File: config.mk
export PLATFORM = sky130hd
export DESIGN_NAME = product_bcd_conv
export DESIGN_NICKNAME = d
export VERILOG_FILES = /design/src/rtl/product_bcd_conv_pkg.sv /design/src/rtl/product_bcd_conv_add3.sv /design/src/rtl/product_bcd_conv.sv
export SDC_FILE = /design/constraint.sdc
export NUM_CORES = 1
export LEC_CHECK = 0
export ABC_AREA = 1
export CORE_MARGIN = 2
export CORE_UTILIZATION = 53
export CTS_BUF_LIST = sky130_fd_sc_hd__clkbuf_8 sky130_fd_sc_hd__clkbuf_16
export CTS_CLUSTER_DIAMETER = 120
export DETAILED_ROUTE_END_ITERATION = 12
export PLACE_DENSITY = 0.81
export RECOVER_POWER = 25
export SKIP_CTS_REPAIR_TIMING = 1
export SYNTH_ARGS = -nofsm -noshare
export SYNTH_HDL_FRONTEND = slang
export SYNTH_SLANG_ARGS = --single-unit
File: constraint.sdc
create_clock -name clk -period 1.6 [get_ports clk]
set_input_delay 0.32 -clock clk [delete_from_list [all_inputs] [get_ports clk]]
set_output_delay 0.32 -clock clk [all_outputs]
set_load 0.05 [all_outputs]
File: src/rtl/product_bcd_conv_pkg.sv
// Shared constants and FSM state type for the product-to-BCD converter.
package product_bcd_conv_pkg;
  localparam int unsigned BITS_DEFAULT = 4;
  localparam int unsigned DIGITS       = 3;
  localparam int unsigned DIGIT_W      = 4;
  localparam int unsigned BCD_W        = DIGITS * DIGIT_W;
  // Counts 0 .. 2*bits-1 for the widest legal operand (bits=4).
  localparam int unsigned CNT_W        = $clog2(2 * BITS_DEFAULT);

  typedef enum logic {
    IDLE = 1'b0,
    CONV = 1'b1
  } state_t;
endpackage

File: src/rtl/product_bcd_conv_add3.sv
// Double-dabble digit adjust: add 3 to any BCD digit of 5 or more.
module bcd_add3
  import product_bcd_conv_pkg::*;
(
  input  logic [DIGIT_W-1:0] a,
  output logic [DIGIT_W-1:0] y
);

  always_comb begin
    y = a;
    if (a >= DIGIT_W'(5)) y = a + DIGIT_W'(3);
  end

endmodule

File: src/rtl/product_bcd_conv.sv
// Sequential double-dabble converter: binary product in, three packed BCD
// digits out, one product bit consumed per clock, MSB first.
module product_bcd_conv
  import product_bcd_conv_pkg::*;
#(
  parameter int unsigned bits = BITS_DEFAULT
) (
  input  logic               clk,
  input  logic               rst,
  input  logic               start_i,
  input  logic [2*bits-1:0]  product_i,
  output logic               busy_o,
  output logic               done_o,
  output logic               valid_o,
  output logic [BCD_W-1:0]   bcd_o
);

  state_t            state;
  logic [2*bits-1:0] shreg;
  logic [BCD_W-1:0]  scratch;
  logic [CNT_W-1:0]  cnt;
  logic [BCD_W-1:0]  adj;
  logic [BCD_W-1:0]  nscratch;
  logic [2*bits-1:0] nshreg;

  for (genvar g = 0; g < DIGITS; g++) begin : g_dig
    bcd_add3 u_add3 (
      .a (scratch[DIGIT_W*g +: DIGIT_W]),
      .y (adj[DIGIT_W*g +: DIGIT_W])
    );
  end

  // Adjusted digits and shift register move left together as one long word.
  always_comb begin
    nscratch = {adj[BCD_W-2:0], shreg[2*bits-1]};
    nshreg   = {shreg[2*bits-2:0], 1'b0};
  end

  always_ff @(posedge clk) begin
    if (rst) begin
      state   <= IDLE;
      shreg   <= '0;
      scratch <= '0;
      cnt     <= '0;
      busy_o  <= 1'b0;
      done_o  <= 1'b0;
      valid_o <= 1'b0;
      bcd_o   <= '0;
    end else begin
      done_o <= 1'b0;
      unique case (state)
        IDLE: begin
          if (start_i) begin
            shreg   <= product_i;
            scratch <= '0;
            cnt     <= '0;
            valid_o <= 1'b0;
            busy_o  <= 1'b1;
            state   <= CONV;
          end
        end
        CONV: begin
          scratch <= nscratch;
          shreg   <= nshreg;
          cnt     <= cnt + CNT_W'(1);
          if (cnt == CNT_W'(2*bits-1)) begin
            bcd_o   <= nscratch;
            done_o  <= 1'b1;
            valid_o <= 1'b1;
            busy_o  <= 1'b0;
            state   <= IDLE;
          end
        end
        default: state <= IDLE;
      endcase
    end
  end

endmodule

# Word level (Yosys, flattened, before mapping)
# Index checks and enable logic that the tools add are counted.
# word_totals
regBits,39
in_bits,11
word_cells,41
# classes
addsub,4
mux,19
magnitude_cmp,3
reduce_logical,3
n_bitwise,1
n_eq_ne,3
# ops
op,n
12-bit case mux with 2 select lines,1
8-bit case mux with 2 select lines,1
"4-bit by 3-bit >= comparator with 1-bit output, second input constant",3
12-bit two-way mux,1
"4-bit by 2-bit adder with 4-bit output, second input constant",2
4-bit two-way mux,2
8-bit two-way mux,1
1-bit two-way mux,7
3-bit two-way mux,2
1-bit case mux with 2 select lines,3
3-bit case mux with 2 select lines,1
2-bit AND reduction,2
"3-bit by 1-bit adder with 3-bit output, second input constant",1
"3-bit by 2-bit adder with 3-bit output, second input constant",1
"3-bit equality test, second input constant",1
"2-bit by 1-bit != test with 1-bit output, second input constant",1
"2-bit != test, second input constant",1
2-bit OR reduction,1
1-bit inverter,1

# Logic depth before layout (Yosys ltp)
# Gate-level depths: netlist of the first run.
# depth
ltp_word,3
mapped_depth,8
ltp_nobuf,8

# Hierarchy
# A second synthesis of the first run with hierarchy kept.
# hier_totals
cells_unflattened,262
hier_area_um2,1940.6
# modules_own_cells
mod,area_each_um2,seq_area_each_um2,cells_each,n_inst
product_bcd_conv,1535.2,780.7,193,1
bcd_add3,135.1,0.0,23,3

# Least setup slack after synthesis of the first run
# OpenSTA, ideal clock, no wires.
# synth_timing
kind,register to register
start,reg cnt[0]
end,reg bcd_o[0]
t_arrival_ps,1131
n_path_buf,1
path_stages_with_launch,8
required_ps,1483
path_slack_ps,353
period_less_slack_ps,1247
path_cell_list,dfxtp_1 > ha_1 > ha_1 > nand2_1 > nand2_1 > inv_2 > buf_4 > a22o_1
# synth_via
elab_chain_cells,2
# synth_rtl
element,line,source
"start, declared",product_bcd_conv.sv:21,logic [CNT_W-1:0] cnt;
"start signal, assigned",product_bcd_conv.sv:65,cnt <= cnt + CNT_W'(1);
3-bit equality test,product_bcd_conv.sv:66,if (cnt == CNT_W'(2*bits-1)) begin
2-bit AND reduction (no line),-,
"end signal, assigned",product_bcd_conv.sv:67,bcd_o <= nscratch;
"end, declared",product_bcd_conv.sv:15,output logic [BCD_W-1:0] bcd_o
# No other way between the ends.
# A chain may end at the register's enable or synchronous reset.

# Worst setup path in the final report of the first run
# layout_timing
start,reg bcd_o[7]
end,out bcd_o[7]
# No word-level cell between the ends.

==> flow_metrics.py, run 1 <==
metrics = {
    "grt": {
        "grt_pass1_wl_um": 5840,
        "grt_max_degree": 16,
        "grtUsageTotal": 0.213,
        "antenna_found_initial": 0,
        "globalRouteOverflowTotal": 0,
        "grt_pass1_vias": 1403,
    },
    "clocking": {
        "cts_buffer_depth": 2,
        "numCtsBuffers": 5,
        "clkTransAtPathRegs_ns": 0.07,
        "clock_latency_ns": 0.28,
        "cts_tree": "yes",
        "cts_root_buf": "clkbuf_8",
        "cts_sinks": 39,
        "htreeDepth": 2,
    },
    "timing": {
        "rsz0062_at_grt": "no",
        "worstMarginPinSlew_ns": 0.595,
        "slew_violations": 0,
        "setup_violations": 0,
        "period_share": 0.881,
        "finalHoldViolations": 0,
        "min_period_ns": 1.41,
        "achievable-frequency_ghz": 0.709,
        "slew_headroom": 0.605,
        "skew_ns": 0.00232,
    },
    "place": {
        "dp_hpwl_um": 2420,
        "place.gp.congestion": 0.926,
        "post-place-cells": 305,
        "portBuffers": 25,
    },
    "synthesis": {
        "syn-num-nets": 254,
        "synth_fa_ha_area_frac": 0.0583,
        "synth_xor_area_frac": 0,
        "yosysWarnings": 0,
        "yosysSeqAreaShare": 0.454,
        "yosysTopAreaCellShare": 0.454,
        "syn_area_per_cell_um2": 7.31,
        "synth_top_flop_cell": "dfxtp_1",
        "synthArstFlopShare": 0,
        "synth_top_family_by_area": "simple AND/OR/NAND/NOR gates",
        "yosys.area_share.simple": 0.306,
        "synth_cells": 235,
        "synth_edf_count": 0,
        "ys_seq_elements": 39,
        "synth.distinct_cells": 18,
        "synth-compound-area-share": 0.101,
        "synth.mux.area_fraction": 0,
        "ys_top_cells_by_area": "dfxtp_1 45%, nand2_1 19%, nand3_1 7.6%",
        "synth_common_cells": "87 x nand2_1, 39 x dfxtp_1, 26 x nand3_1, 22 x inv_1, 16 x a21oi_1",
        "netlist_area_um2": 1720,
        "yosysMostFrequentCell": "nand2_1",
        "synth_area_leader_cell": "dfxtp_1",
    },
    "worst_setup_path": {
        "cp.arrival_ns": 1.09,
        "cp-start-kind": "register",
        "reg2reg_depth": 8,
        "path_class": "reg -> out",
        "path_buf_inv": 1,
        "required_ns": 1.28,
        "cpPeakStageDelay_ns": 0.47,
        "cpLargestDelayFamily": "buffers and inverters",
        "worstSetupEndpointType": "output port",
        "crit_fanout": 2,
        "critical_path_depth": 1,
        "crit_chain": "clkbuf_1",
        "critical-path-slowest-cell": "clkbuf_1",
    },
    "outcome": {
        "status": "finished clean",
    },
    "layout": {
        "fin_cells": 313,
        "layout.nets": 287,
        "n_antenna_cell": 0,
        "syn2layout_area_growth_pct": 19.4,
        "layout-drive-gt1-share": 0.0929,
    },
    "detailed_routing": {
        "drtPass1Iterations": 4,
        "drcViolationCount": 0,
        "vias_per_cell": 4.89,
        "vias": 1531,
        "drt_iter0_markers": 67,
        "drt_wl_total_um": 3320,
        "ant_nets": 0,
        "wl_per_cell_um": 10.6,
    },
    "hold_path": {
        "hold_depth": 2,
        "min_path_type": "reg -> reg",
    },
    "floorplanning": {
        "die_area_um2": 3710,
        "die_h_um": 60.9,
        "core_um2": 3080,
        "io_pins": 26,
        "row_count": 20,
        "start_util": 0.558,
        "die_x_um": 60.9,
    },
    "pwr": {
        "p_leak_nw": 0.971,
        "finalPower_mw": 1.75,
        "power_density_nw_per_um2": 851,
        "ir_drop_v": 0.000525,
    },
    "flow_run": {
        "drv_cap": 0,
    },
}
[metrics by stage]
step | instance area (um2) | hold slack, ns | setup slack [ns] | util | TNS, ns
6_report | 2050 | 0.451 | 0.190 | 0.667 | 0
5_1_grt | 2050 | 0.470 | 0.00380 | 0.667 | 0
2_1_floorplan | 1720 | 0.444 | 0.353 | - | 0
3_5_place_dp | 2010 | 0.443 | -0.0374 | 0.652 | -0.148
4_1_cts | 2090 | 0.457 | 0.0813 | 0.679 | 0
3_3_place_gp | 2010 | 0.439 | -0.0124 | 0.652 | -0.0124
[cell usage in the layout (no fill, tap or decap)]
| master | synthesis | final |
|---|---|---|
| nand2_1 | 87 | 87 |
| dfxtp_1 | 39 | 39 |
| nand3_1 | 26 | 26 |
| inv_1 | 22 | 24 |
| a21oi_1 | 16 | 16 |
| buf_4 | 3 | 13 |
| clkbuf_1 | 2 | 10 |
| clkdlybuf4s50_1 | 0 | 9 |
| ha_1 | 8 | 8 |
| nand4_1 | 6 | 6 |
| nor2_1 | 5 | 6 |
| clkbuf_8 | 0 | 5 |
| o21ai_0 | 4 | 4 |
| a22oi_1 | 4 | 4 |
| inv_2 | 3 | 3 |
| a22o_1 | 3 | 3 |
| nor2_4 | 0 | 1 |
| a31o_2 | 1 | 1 |
| a21boi_0 | 1 | 1 |
| clkinv_2 | 0 | 1 |
| dlygate4sd3_1 | 0 | 1 |
| clkbuf_2 | 0 | 1 |
[tightest hold or removal path, stage by stage, from the launching register on]
cell     delay [ns]
dfxtp_1        0.31
nand2_1        0.06
nand2_1        0.04
[area by class of cell]
class	count	area, um2
fill	286	1030
multi-input combinational	163	801
sequential	39	781
timing repair buffer	34	240
inverter	25	93.8
clock buffer	5	68.8
tap	44	55.1
clock inverter	3	12.5
[worst paths after layout]
kind / start / to / slack (ns)
setup / recovery: bcd_o[7] / bcd_o[7] / 0.19
hold / removal: bcd_o[10] / bcd_o[10] / 0.45
setup reg to reg: scratch[0] / scratch[2] / 0.23
hold reg to reg: bcd_o[10] / bcd_o[10] / 0.45
[state kept, by name, summed over array words and instances (netlist names)]
signal,count
busy_o,1
bcd_o,12
scratch,12
state,1
done_o,1
cnt,3
valid_o,1
shreg,8
[report_power, final]
| part | internal, mW | total [mW] | switching, mW | leakage (nW) |
|---|---|---|---|---|
| Sequential | 0.989 | 1.00 | 0.0121 | 0.316 |
| Combinational | 0.0560 | 0.134 | 0.0779 | 0.605 |
| Clock | 0.293 | 0.611 | 0.318 | 0.0505 |
| Total | 1.34 | 1.75 | 0.408 | 0.971 |
[kinds of logic (layout without fill, tap and decap cells)]
logic type | Yosys count | after routing
and+or+nand+nor | 126 | 126
buffers and inverters | 33 | 67
adders and majority gates | 8 | 8
AOI/OAI and AO/OA | 29 | 29
DFF | 39 | 39
[per-layer routing]
layer,vias to the layer above,track usage,wire length [um]
met3,6,0.0640,152
li1,830,-,-
met4,0,0.0745,59
met1,666,0.281,1630
met5,-,0,0
met2,29,0.333,1480
Note: power is estimated with default switching activity, not from simulation.
==> run 2: changes to the inputs <==
- CORE_UTILIZATION: 53 -> 40
- PLACE_DENSITY: 0.81 -> 0.64
- SLEW_MARGIN: not set -> 0
==> run 2 against run 1 <==
  * Highest routed layer unchanged
  * First-iteration DRC count up 72%
  * Sequential power about the same
  * Fmax down 4.4%
  * Global-route usage down 6.6 points
  * Combinational power about the same
  * Die area up 30%
  * Clock-buffer cell count unchanged
  * Critical endpoint is now bcd_o[1]
  * Non-clock buffer count down 2
  * Sequential share of layout area about the same
  * Clock skew up 0.0046 ns
  * Register-to-register slack worse by 0.10 ns
==> flow_metrics.py, run 2 (synthesized netlist as in run 1, its figures left out) <==
metrics = {
    "timing": {
        "worstMarginPinSlew_ns": 0.594,
        "setup_violations": 0,
        "slew_violations": 0,
        "slew_headroom": 0.606,
        "min_period_ns": 1.47,
        "skew_ns": 0.00696,
        "rsz0062_at_grt": "no",
        "period_share": 0.922,
        "finalHoldViolations": 0,
        "achievable-frequency_ghz": 0.678,
        "tns_ns": 0,
    },
    "layout": {
        "design_area_um2": 2050,
        "syn2layout_area_growth_pct": 19.5,
        "reg_top3": "bcd_o (12), scratch (12), shreg (8)",
        "final_common_cell": "nand2_1",
        "layout.nets": 285,
        "fill_cells": 416,
        "n_antenna_cell": 0,
        "layout-drive-gt1-share": 0.105,
        "layout_common_cells": "87 x nand2_1, 39 x dfxtp_1, 26 x nand3_1, 22 x inv_1, 16 x a21oi_1",
        "final_util": 0.506,
    },
    "place": {
        "dp_hpwl_um": 2440,
        "place_area_um2": 2000,
        "place.gp.congestion": 0.817,
        "portBuffers": 25,
    },
    "floorplanning": {
        "die_h_um": 69.5,
        "die_x_um": 69.5,
        "io_pins": 26,
        "die_area_um2": 4840,
        "row_count": 23,
        "start_util": 0.423,
        "core_um2": 4060,
    },
    "clocking": {
        "htreeDepth": 2,
        "cts_root_buf": "clkbuf_8",
        "cts_tree": "yes",
        "clock_latency_ns": 0.29,
        "cts_sinks": 39,
        "cts_buffer_depth": 2,
        "numCtsBuffers": 5,
        "clkTransAtPathRegs_ns": 0.08,
    },
    "worst_setup_path": {
        "cp-start-kind": "register",
        "cp.arrival_ns": 1.72,
        "path_class": "reg -> reg",
        "crit_fanout": 14,
        "required_ns": 1.84,
        "worstSetupEndpointType": "register",
    },
    "detailed_routing": {
        "drt_iter0_markers": 115,
        "vias": 1527,
        "drcViolationCount": 0,
        "drt_wl_total_um": 3400,
        "wl_per_cell_um": 10.7,
        "drtPass1Iterations": 4,
        "ant_nets": 0,
        "vias_per_cell": 4.82,
    },
    "grt": {
        "grtUsageTotal": 0.147,
        "antenna_found_initial": 0,
        "grt_pass1_vias": 1388,
        "grt_max_degree": 16,
        "grt_pass1_wl_um": 5710,
        "globalRouteOverflowTotal": 0,
    },
    "outcome": {
        "status": "finished clean",
    },
    "hold_path": {
        "min_path_type": "reg -> reg",
    },
    "flow_run": {
        "drv_cap": 0,
    },
    "pwr": {
        "power_density_nw_per_um2": 866,
        "p_leak_nw": 0.971,
        "ir_drop_v": 0.000411,
    },
}
==> run 2: power by group <==
| part | internal, mW | total [mW] | switching [mW] | leakage (nW) |
|---|---|---|---|---|
| Combinational | 0.0538 | 0.132 | 0.0781 | 0.607 |
| Sequential | 0.989 | 1.00 | 0.0109 | 0.316 |
| Clock | 0.298 | 0.647 | 0.348 | 0.0477 |
==> run 2: worst paths after layout <==
path	from	endpoint	slack (ns)	cells past startpoint
min	bcd_o[10]	bcd_o[10]	0.45	2
min reg2reg	bcd_o[10]	bcd_o[10]	0.45	2
max reg2reg	cnt[0]	bcd_o[1]	0.13	6
max	cnt[0]	bcd_o[1]	0.13	6
==> run 2: per-layer routing <==
layer  GRT usage  wire (um)
met5           0          0
met4      0.0741         74
met3      0.0451        168
met2       0.229       1410
met1       0.184       1740
==> run 2: through the flow <==
| stage | hold WS, ns | cells | power, mW | setup slack [ns] |
|---|---|---|---|---|
| 3_5_place_dp | 0.442 | 309 | 1.16 | -0.0326 |
| 4_1_cts | 0.458 | 317 | 1.81 | 0.0928 |
| 6_report | 0.454 | 317 | 1.78 | 0.126 |
| 3_3_place_gp | 0.442 | 309 | 1.16 | -0.0188 |
| 2_1_floorplan | 0.444 | 235 | 1.10 | 0.353 |
| 5_1_grt | 0.478 | 317 | 1.86 | 0.0104 |
==> run 2: critical path, stage by stage, from the launching register on <==
cell and delay [ns]:
dfxtp_1 0.35, ha_1 0.16, ha_1 0.13, nand2_1 0.08, nor2_2 0.46, nand3_1 0.17
nand2_1 0.08
==> run 2: cell type report <==
type / count / area [um2] / share of cell area
multi-input combinational: 163 / 796 / 0.388
tap: 50 / 62.6 / 0.0305
sequential: 39 / 781 / 0.380
timing repair buffer: 32 / 236 / 0.115
clock buffer: 5 / 68.8 / 0.0335
clock inverter: 3 / 15.0 / 0.00731
inverter: 25 / 93.8 / 0.0457
